`src/rtl/rng_sample_reader.sv`:
```
// Receive-side consumer for the 12-bit RNG stream: show-ahead FIFO,
// valid/ready read port, saturating sample counter and 16-bit MISR.
module rng_sample_reader #(
    parameter int DATA_W = 12,
    parameter int DEPTH  = 16,
    parameter int ADDR_W = 4,
    parameter int CNT_W  = 20
) (
    input  logic              clk,
    input  logic              reset,
    input  logic [DATA_W-1:0] x_in,
    input  logic              sample_en,
    input  logic              clr,
    input  logic              rd_ready,
    output logic              rd_valid,
    output logic [DATA_W-1:0] rd_data,
    output logic [ADDR_W:0]   fifo_level,
    output logic              overflow,
    output logic [CNT_W-1:0]  sample_cnt,
    output logic [15:0]       signature
);

    logic [DATA_W-1:0] mem [DEPTH];

    logic [ADDR_W-1:0] wr_ptr_q, wr_ptr_d;
    logic [ADDR_W-1:0] rd_ptr_q, rd_ptr_d;
    logic [ADDR_W:0]   level_q, level_d;
    logic              ovf_q, ovf_d;
    logic [CNT_W-1:0]  cnt_q, cnt_d;
    logic [15:0]       sig_q, sig_d;

    logic push, pop, full, wr_en, fb;

    assign full  = (level_q == ADDR_W'(0) + (ADDR_W+1)'(DEPTH));
    assign push  = sample_en & ~clr;
    assign pop   = rd_valid & rd_ready & ~clr;
    // When full, a write is only allowed if the head is leaving this edge.
    assign wr_en = push & (~full | pop);
    assign fb    = sig_q[15] ^ sig_q[14] ^ sig_q[12] ^ sig_q[3];

    assign rd_valid   = (level_q != '0);
    assign rd_data    = rd_valid ? mem[rd_ptr_q] : '0;
    assign fifo_level = level_q;
    assign overflow   = ovf_q;
    assign sample_cnt = cnt_q;
    assign signature  = sig_q;

    always_comb begin
        wr_ptr_d = wr_ptr_q;
        rd_ptr_d = rd_ptr_q;
        level_d  = level_q;
        ovf_d    = ovf_q;
        cnt_d    = cnt_q;
        sig_d    = sig_q;
        if (wr_en) begin
            wr_ptr_d = wr_ptr_q + 1'b1;
        end
        if (pop) begin
            rd_ptr_d = rd_ptr_q + 1'b1;
        end
        if (wr_en && !pop) begin
            level_d = level_q + 1'b1;
        end else if (pop && !wr_en) begin
            level_d = level_q - 1'b1;
        end
        if (push && full && !pop) begin
            ovf_d = 1'b1;
        end
        if (push) begin
            if (cnt_q != '1) begin
                cnt_d = cnt_q + 1'b1;
            end
            sig_d = {sig_q[14:0], fb} ^ {{(16-DATA_W){1'b0}}, x_in};
        end
    end

    always_ff @(posedge clk or negedge reset) begin
        if (!reset) begin
            wr_ptr_q <= '0;
            rd_ptr_q <= '0;
            level_q  <= '0;
            ovf_q    <= 1'b0;
            cnt_q    <= '0;
            sig_q    <= '0;
        end else if (clr) begin
            wr_ptr_q <= '0;
            rd_ptr_q <= '0;
            level_q  <= '0;
            ovf_q    <= 1'b0;
            cnt_q    <= '0;
            sig_q    <= '0;
        end else begin
            wr_ptr_q <= wr_ptr_d;
            rd_ptr_q <= rd_ptr_d;
            level_q  <= level_d;
            ovf_q    <= ovf_d;
            cnt_q    <= cnt_d;
            sig_q    <= sig_d;
        end
    end

    always_ff @(posedge clk) begin
        if (wr_en) begin
            mem[wr_ptr_q] <= x_in;
        end
    end

endmodule

```
`config.mk`:
```
export PLATFORM = sky130hd
export DESIGN_NAME = rng_sample_reader
export DESIGN_NICKNAME = d
export VERILOG_FILES = /design/src/rtl/rng_sample_reader.sv
export SDC_FILE = /design/constraint.sdc
export NUM_CORES = 1
export LEC_CHECK = 0
export ABC_CLOCK_PERIOD_IN_PS = 5910
export CAP_MARGIN = 5
export CORE_UTILIZATION = 45
export CTS_CLUSTER_DIAMETER = 50
export DETAILED_ROUTE_END_ITERATION = 16
export PLACE_DENSITY_LB_ADDON = 0.05
export SYNTH_ARGS = -nofsm -noshare
export SYNTH_HDL_FRONTEND = slang
export SYNTH_SLANG_ARGS = --single-unit
```
`constraint.sdc`:
```
create_clock -name clk -period 5.91 [get_ports clk]
set_clock_uncertainty 0.1 [all_clocks]
set_input_delay 0.8865 -clock clk [delete_from_list [all_inputs] [get_ports clk]]
set_output_delay 0.8865 -clock clk [all_outputs]
set_load 0.02 [all_outputs]
```
Word level (Yosys, flattened, before mapping)
Memories as Yosys holds them, arrays and structs flattened.
Index checks and enable logic that the tools add are counted.
- add/sub/neg operators: 5
- multiply operators: 0
- divide/modulo/power cells: 0
- $lt $le $gt $ge: 0
- equality and inequality tests: 2
- shifts and indexed selects: 0
- multiplexer cells: 17
- bitwise operators: 11
- reductions and logical operators: 14
- operator list (kind ; count):
    $mux W20 ; 3
    $mux W16 ; 2
    $add A20 B1 Y20 const B ; 1
    $ne A20 B20 Y1 const B ; 1
    $mux W4 ; 4
    $xor A16 B12 Y16 ; 1
    $mux W5 ; 3
    $mux W12 ; 1
    $reduce_bool A2 Y1 ; 5
    $add A4 B1 Y4 const B ; 2
    $add A5 B1 Y5 const B ; 1
    $eq A5 B5 Y1 const B ; 1
    $reduce_bool A5 Y1 ; 1
    $sub A5 B1 Y5 const B ; 1
    $and A1 B1 Y1 ; 4
    $logic_and A1 B1 Y1 ; 4
    $mux W1 ; 4
    $reduce_bool A3 Y1 ; 1
    $xor A1 B1 Y1 ; 3
    $logic_not A1 Y1 ; 2
    $not A1 Y1 ; 2
    $reduce_and A2 Y1 ; 1
    $or A1 B1 Y1 ; 1
- flip-flop bits (word level): 50
- latch bits: 0
- memory bits (writable): 192
- memory bits (read-only): 0
- bits of input ports: 17
- output and inout bits: 55
- word-level logic and storage cells: 56
- memories: 1
- memory list (name ; words ; width ; rd ports ; clocked after memory_dff ; wr ports ; line ; RTL):
    mem ; 16 ; 12 ; 1 ; 0 ; 1 ; 23 ; logic [DATA_W-1:0] mem [DEPTH];

Logic depth before layout (Yosys ltp)
- word-level depth: 10
- mapped depth: 10
- mapped depth without buffers: 10

Worst setup path after synthesis
No wires, ideal clock.
- kind: input -> register
- from: in rd_ready
- to: reg level_q[4] (netlist: fifo_level[4])
- arrival time: 2.919 ns
- setup slack: 2.809 ns
- stages: 8
- buffers on the path: 1
- cells stage by stage: clkbuf_1 nand2_1 o21ai_0 ha_1 a21oi_1 a21oi_1 or3b_2 a31oi_1
- longest elaborated chain between the ends: 7
- ends and longest elaborated chain (item ; line ; RTL):
    start: declaration ; 14 ; input logic rd_ready,
    $and A1 B1 Y1 * (2 in series) ; 36 ; assign pop = rd_valid & rd_ready & ~clr;
    $or A1 B1 Y1 ; 38 ; assign wr_en = push & (~full | pop);
    $and A1 B1 Y1 ; 38 ;
    $logic_and A1 B1 Y1 / $logic_not A1 Y1 (equally long branches) ; 61, 63 ;
    $mux W5 / $logic_and A1 B1 Y1 (equally long branches) ; 61, 63 ;
    $mux W5 / $reduce_bool A3 Y1 (equally long branches) ; - ;
    end signal: assignment ; 95 ; level_q <= level_d;
    end: declaration ; 27 ; logic [ADDR_W:0] level_q, level_d;
Every way passes the cells marked *; elsewhere a longest branch is shown, timed or not.
A chain may end at the register's enable or synchronous reset.

Worst setup path after layout
- from: reg rd_ptr_q[0]
- to: out rd_data[6]
- longest elaborated chain between the ends: 2
- ends and longest elaborated chain (item ; line ; RTL):
    start: declaration ; 26 ; logic [ADDR_W-1:0] rd_ptr_q, rd_ptr_d;
    start signal: assignment ; 94 ; rd_ptr_q <= rd_ptr_d;
    $mem_v2 Z16 W12 ; - ;
    $mux W12 ; 42 ; assign rd_data = rd_valid ? mem[rd_ptr_q] : '0;
    end: declaration ; 16 ; output logic [DATA_W-1:0] rd_data,
Every way passes these cells.

==> impl_metrics.json <==
{
  "fp.dieW_um": 152,
  "crit_arrival_ns": 3.36,
  "dieArea_um2": 23000,
  "setup_violations": 0,
  "cts-root-buf": "clkbuf_16",
  "drive_above_1_share": 0.173,
  "antenna_found_initial": 0,
  "cp_num_buf_inv": 2,
  "pwr-share-clk": 0.377,
  "num_vias": 5515,
  "finalPower_w": 0.00460,
  "reg2reg_slack_ns": 2.61,
  "grt_pass1_wl_mm": 34.4,
  "globalplace.congestion": 0.759,
  "postCtsSetupRepairBufs": 0,
  "intPower_w": 0.00337,
  "start_util": 0.461,
  "clkTransAtPathRegs_ns": 0.06,
  "crit_type": "flop to output pin",
  "synth_cells": 592,
  "crit_start": "rd_ptr_q[0]$_DFFE_PN0P_",
  "ys_seq_area_frac": 0.695,
  "port_buffers": 71,
  "cts_max_level": 1,
  "ioPinCount": 72,
  "instances_no_fill": 972,
  "cts.hold.buffers_added": 0,
  "comb_power_share": 0.186,
  "static-leakage-power_nw": 4.01,
  "first_pass_iters": 4,
  "timing.rr.start": "fifo_level[1]$_DFFE_PN0P_",
  "crit_fanout": 40,
  "ys.flop_type": "edfxtp_1",
  "cap_violations": 0,
  "crit_chain": "buf_4, mux4_2, mux2i_1, o22ai_1, clkdlybuf4s50_1",
  "routed.top_layer": "met4",
  "synth_edf_count": 192,
  "outcome": "completed",
  "cp.required_ns": 4.92,
  "mostFrequentLayoutCells": "edfxtp_1, clkdlybuf4s50_1, mux4_2, dfrtp_1, nor2_1",
  "reg2regPathDepth": 9,
  "async_flop_share": 0.207,
  "final_common_cell": "edfxtp_1",
  "die_h_um": 152,
  "finalHoldViolCount": 0,
  "min_period_over_period": 0.735,
  "rows": 54,
  "wl_met3_mm": 1.11,
  "max_stage_delay_ns": 0.97,
  "cts_buffers": 28,
  "crit_family": "buffers and inverters",
  "slowest_stage": "dfrtp_4",
  "final_nets": 698,
  "n_fill_cell": 1749,
  "tightest_slew_ns": 0.974,
  "cts_tree": "yes",
  "diodes": 0,
  "fmax_ghz": 0.230,
  "fin_util": 0.549,
  "peakVddDrop_mv": 0.240,
  "clk_path_buf_depth": 3,
  "ant_nets": 0,
  "dp_cells": 920,
  "syn-cell-area_um2": 10100,
  "synth_fp_nets": 620,
  "cts_sinks": 242,
  "netSwitchingPower_w": 0.00124,
  "post_dp_cell_area_um2": 11100,
  "grt_pass1_vias": 5781,
  "vias_per_cell": 5.67,
  "fin_tns_setup_ns": 0,
  "core_area_um2": 21900,
  "grt_usage": 0.204,
  "critPathLaunchType": "flop",
  "timing.rr.end": "fifo_level[4]$_DFFE_PN0P_",
  "area_growth_pct": 19.1,
  "drt_iter0_markers": 331,
  "synthDistinctLibCells": 47,
  "wire_per_inst_um": 23.1,
  "m1WireLength_mm": 9.90,
  "yosysWarnings": 0,
  "grt-ovfl-total": 0,
  "slew_viol_final": 0,
  "min_path_type": "input port to async pin",
  "synth.ff_latch_count": 242,
  "dp.final_hpwl_mm": 13.2,
  "cts_resized": 0,
  "clock_latency_ns": 0.53,
  "p_seq_frac": 0.437,
  "grt_max_degree": 55,
  "relSlewSlack": 0.351,
  "drc_errors": 0,
  "crit_path_end_kind": "output pin",
  "fin_area_um2": 12000,
  "period_minus_slack_ns": 4.34,
  "avgSynthCellArea_um2": 17.1,
  "wl_mm": 22.5,
  "switching_share": 0.269,
  "rsz0062_at_grt": "no",
  "p_per_area_nw_per_um2": 383,
  "wl_met2_mm": 11.2
}
metrics by stage:
step	worst slack, ns	hold WS (ns)
floorplan	2.81	0.396
global placement	1.86	0.394
detailed placement	1.79	0.397
CTS	1.47	0.393
global route	1.33	0.418
finish	1.57	0.359
worst reg2reg max path, stage by stage, from the launching register on:
cell	delay (ns)
dfrtp_1	0.46
nor4_2	0.48
nand2b_1	0.27
nand2_1	0.23
o21ai_0	0.25
ha_1	0.45
a21oi_1	0.20
a21oi_1	0.10
or3b_2	0.46
a31oi_1	0.19
how the worst max path moves through the flow:
stage	end	slack (ns)	depth (start not counted)
after floorplan	fifo_level[4]$_DFFE_PN0P_	2.81	8
after global placement	fifo_level[4]$_DFFE_PN0P_	1.86	10
after detailed placement	fifo_level[4]$_DFFE_PN0P_	1.79	10
after CTS	rd_data[6]	1.47	5
after global routing	rd_data[2]	1.33	5
final	rd_data[6]	1.57	5
cell type report:
class / count / area, um2 / area share
multi-input cells: 319 / 2950 / 0.245
flip-flops and latches: 242 / 7020 / 0.584
clock inverters: 17 / 173 / 0.0144
repair buffers: 76 / 738 / 0.0614
inverters: 3 / 11.3 / 0.000937
clock buffers: 35 / 778 / 0.0647
well taps: 280 / 350 / 0.0291
cells in the mapped netlist (all sizes together), types with 4 or more instances:
cell / instances / area share
xnor2: 26 / 0.023
nor3: 11 / 0.0059
edfxtp: 192 / 0.57
dfrtp: 50 / 0.12
buf: 14 / 0.0064
nand3: 14 / 0.0069
ha: 10 / 0.012
nand4: 7 / 0.0056
nand2: 17 / 0.0063
a211oi: 12 / 0.0089
nor2: 46 / 0.017
nand2b: 6 / 0.0037
and2: 16 / 0.0099
xor2: 5 / 0.0043
mux4: 48 / 0.11
mux2i: 33 / 0.033
a21oi: 11 / 0.0055
o21ai: 6 / 0.0030
or3: 6 / 0.0042
clkbuf: 14 / 0.0052
nor3b: 4 / 0.0030
mux2: 5 / 0.0056
o22ai: 13 / 0.0081
power by group through the flow:
stage,combinational [W],clock [W],sequential (W)
2_1_floorplan,0.000599,0,0.00198
3_3_place_gp,0.000856,0,0.00205
3_5_place_dp,0.000865,0,0.00205
4_1_cts,0.000867,0.00176,0.00202
5_1_grt,0.000919,0.00183,0.00203
6_report,0.000855,0.00174,0.00201
cells by family (layout without fill, tap and decap cells):
| logic type | after synthesis | after routing | share of synthesized area |
|---|---|---|---|
| buffers and inverters | 31 | 131 | 0.0128 |
| xor gates and xnor gates | 31 | 31 | 0.0269 |
| and+or+nand+nor | 139 | 139 | 0.0722 |
| DFF | 242 | 242 | 0.695 |
| muxes | 86 | 86 | 0.145 |
| AOI/OAI and AO/OA | 52 | 52 | 0.0335 |
| adders and majority gates | 11 | 11 | 0.0144 |
sequential cells by signal (all words and copies together), names as in the netlist:
signal / count
sample_cnt: 20
rd_ptr_q: 4
wr_ptr_q: 4
overflow: 1
mem: 192
signature: 16
fifo_level: 5
metal layers:
| metal | up-vias | GRT usage |
|---|---|---|
| met5 | - | 0 |
| met4 | 0 | 0.0495 |
| met3 | 28 | 0.0326 |
| met2 | 156 | 0.343 |
| met1 | 2850 | 0.279 |
| li1 | 2481 | - |
Note: power is estimated with default switching activity, not from simulation.
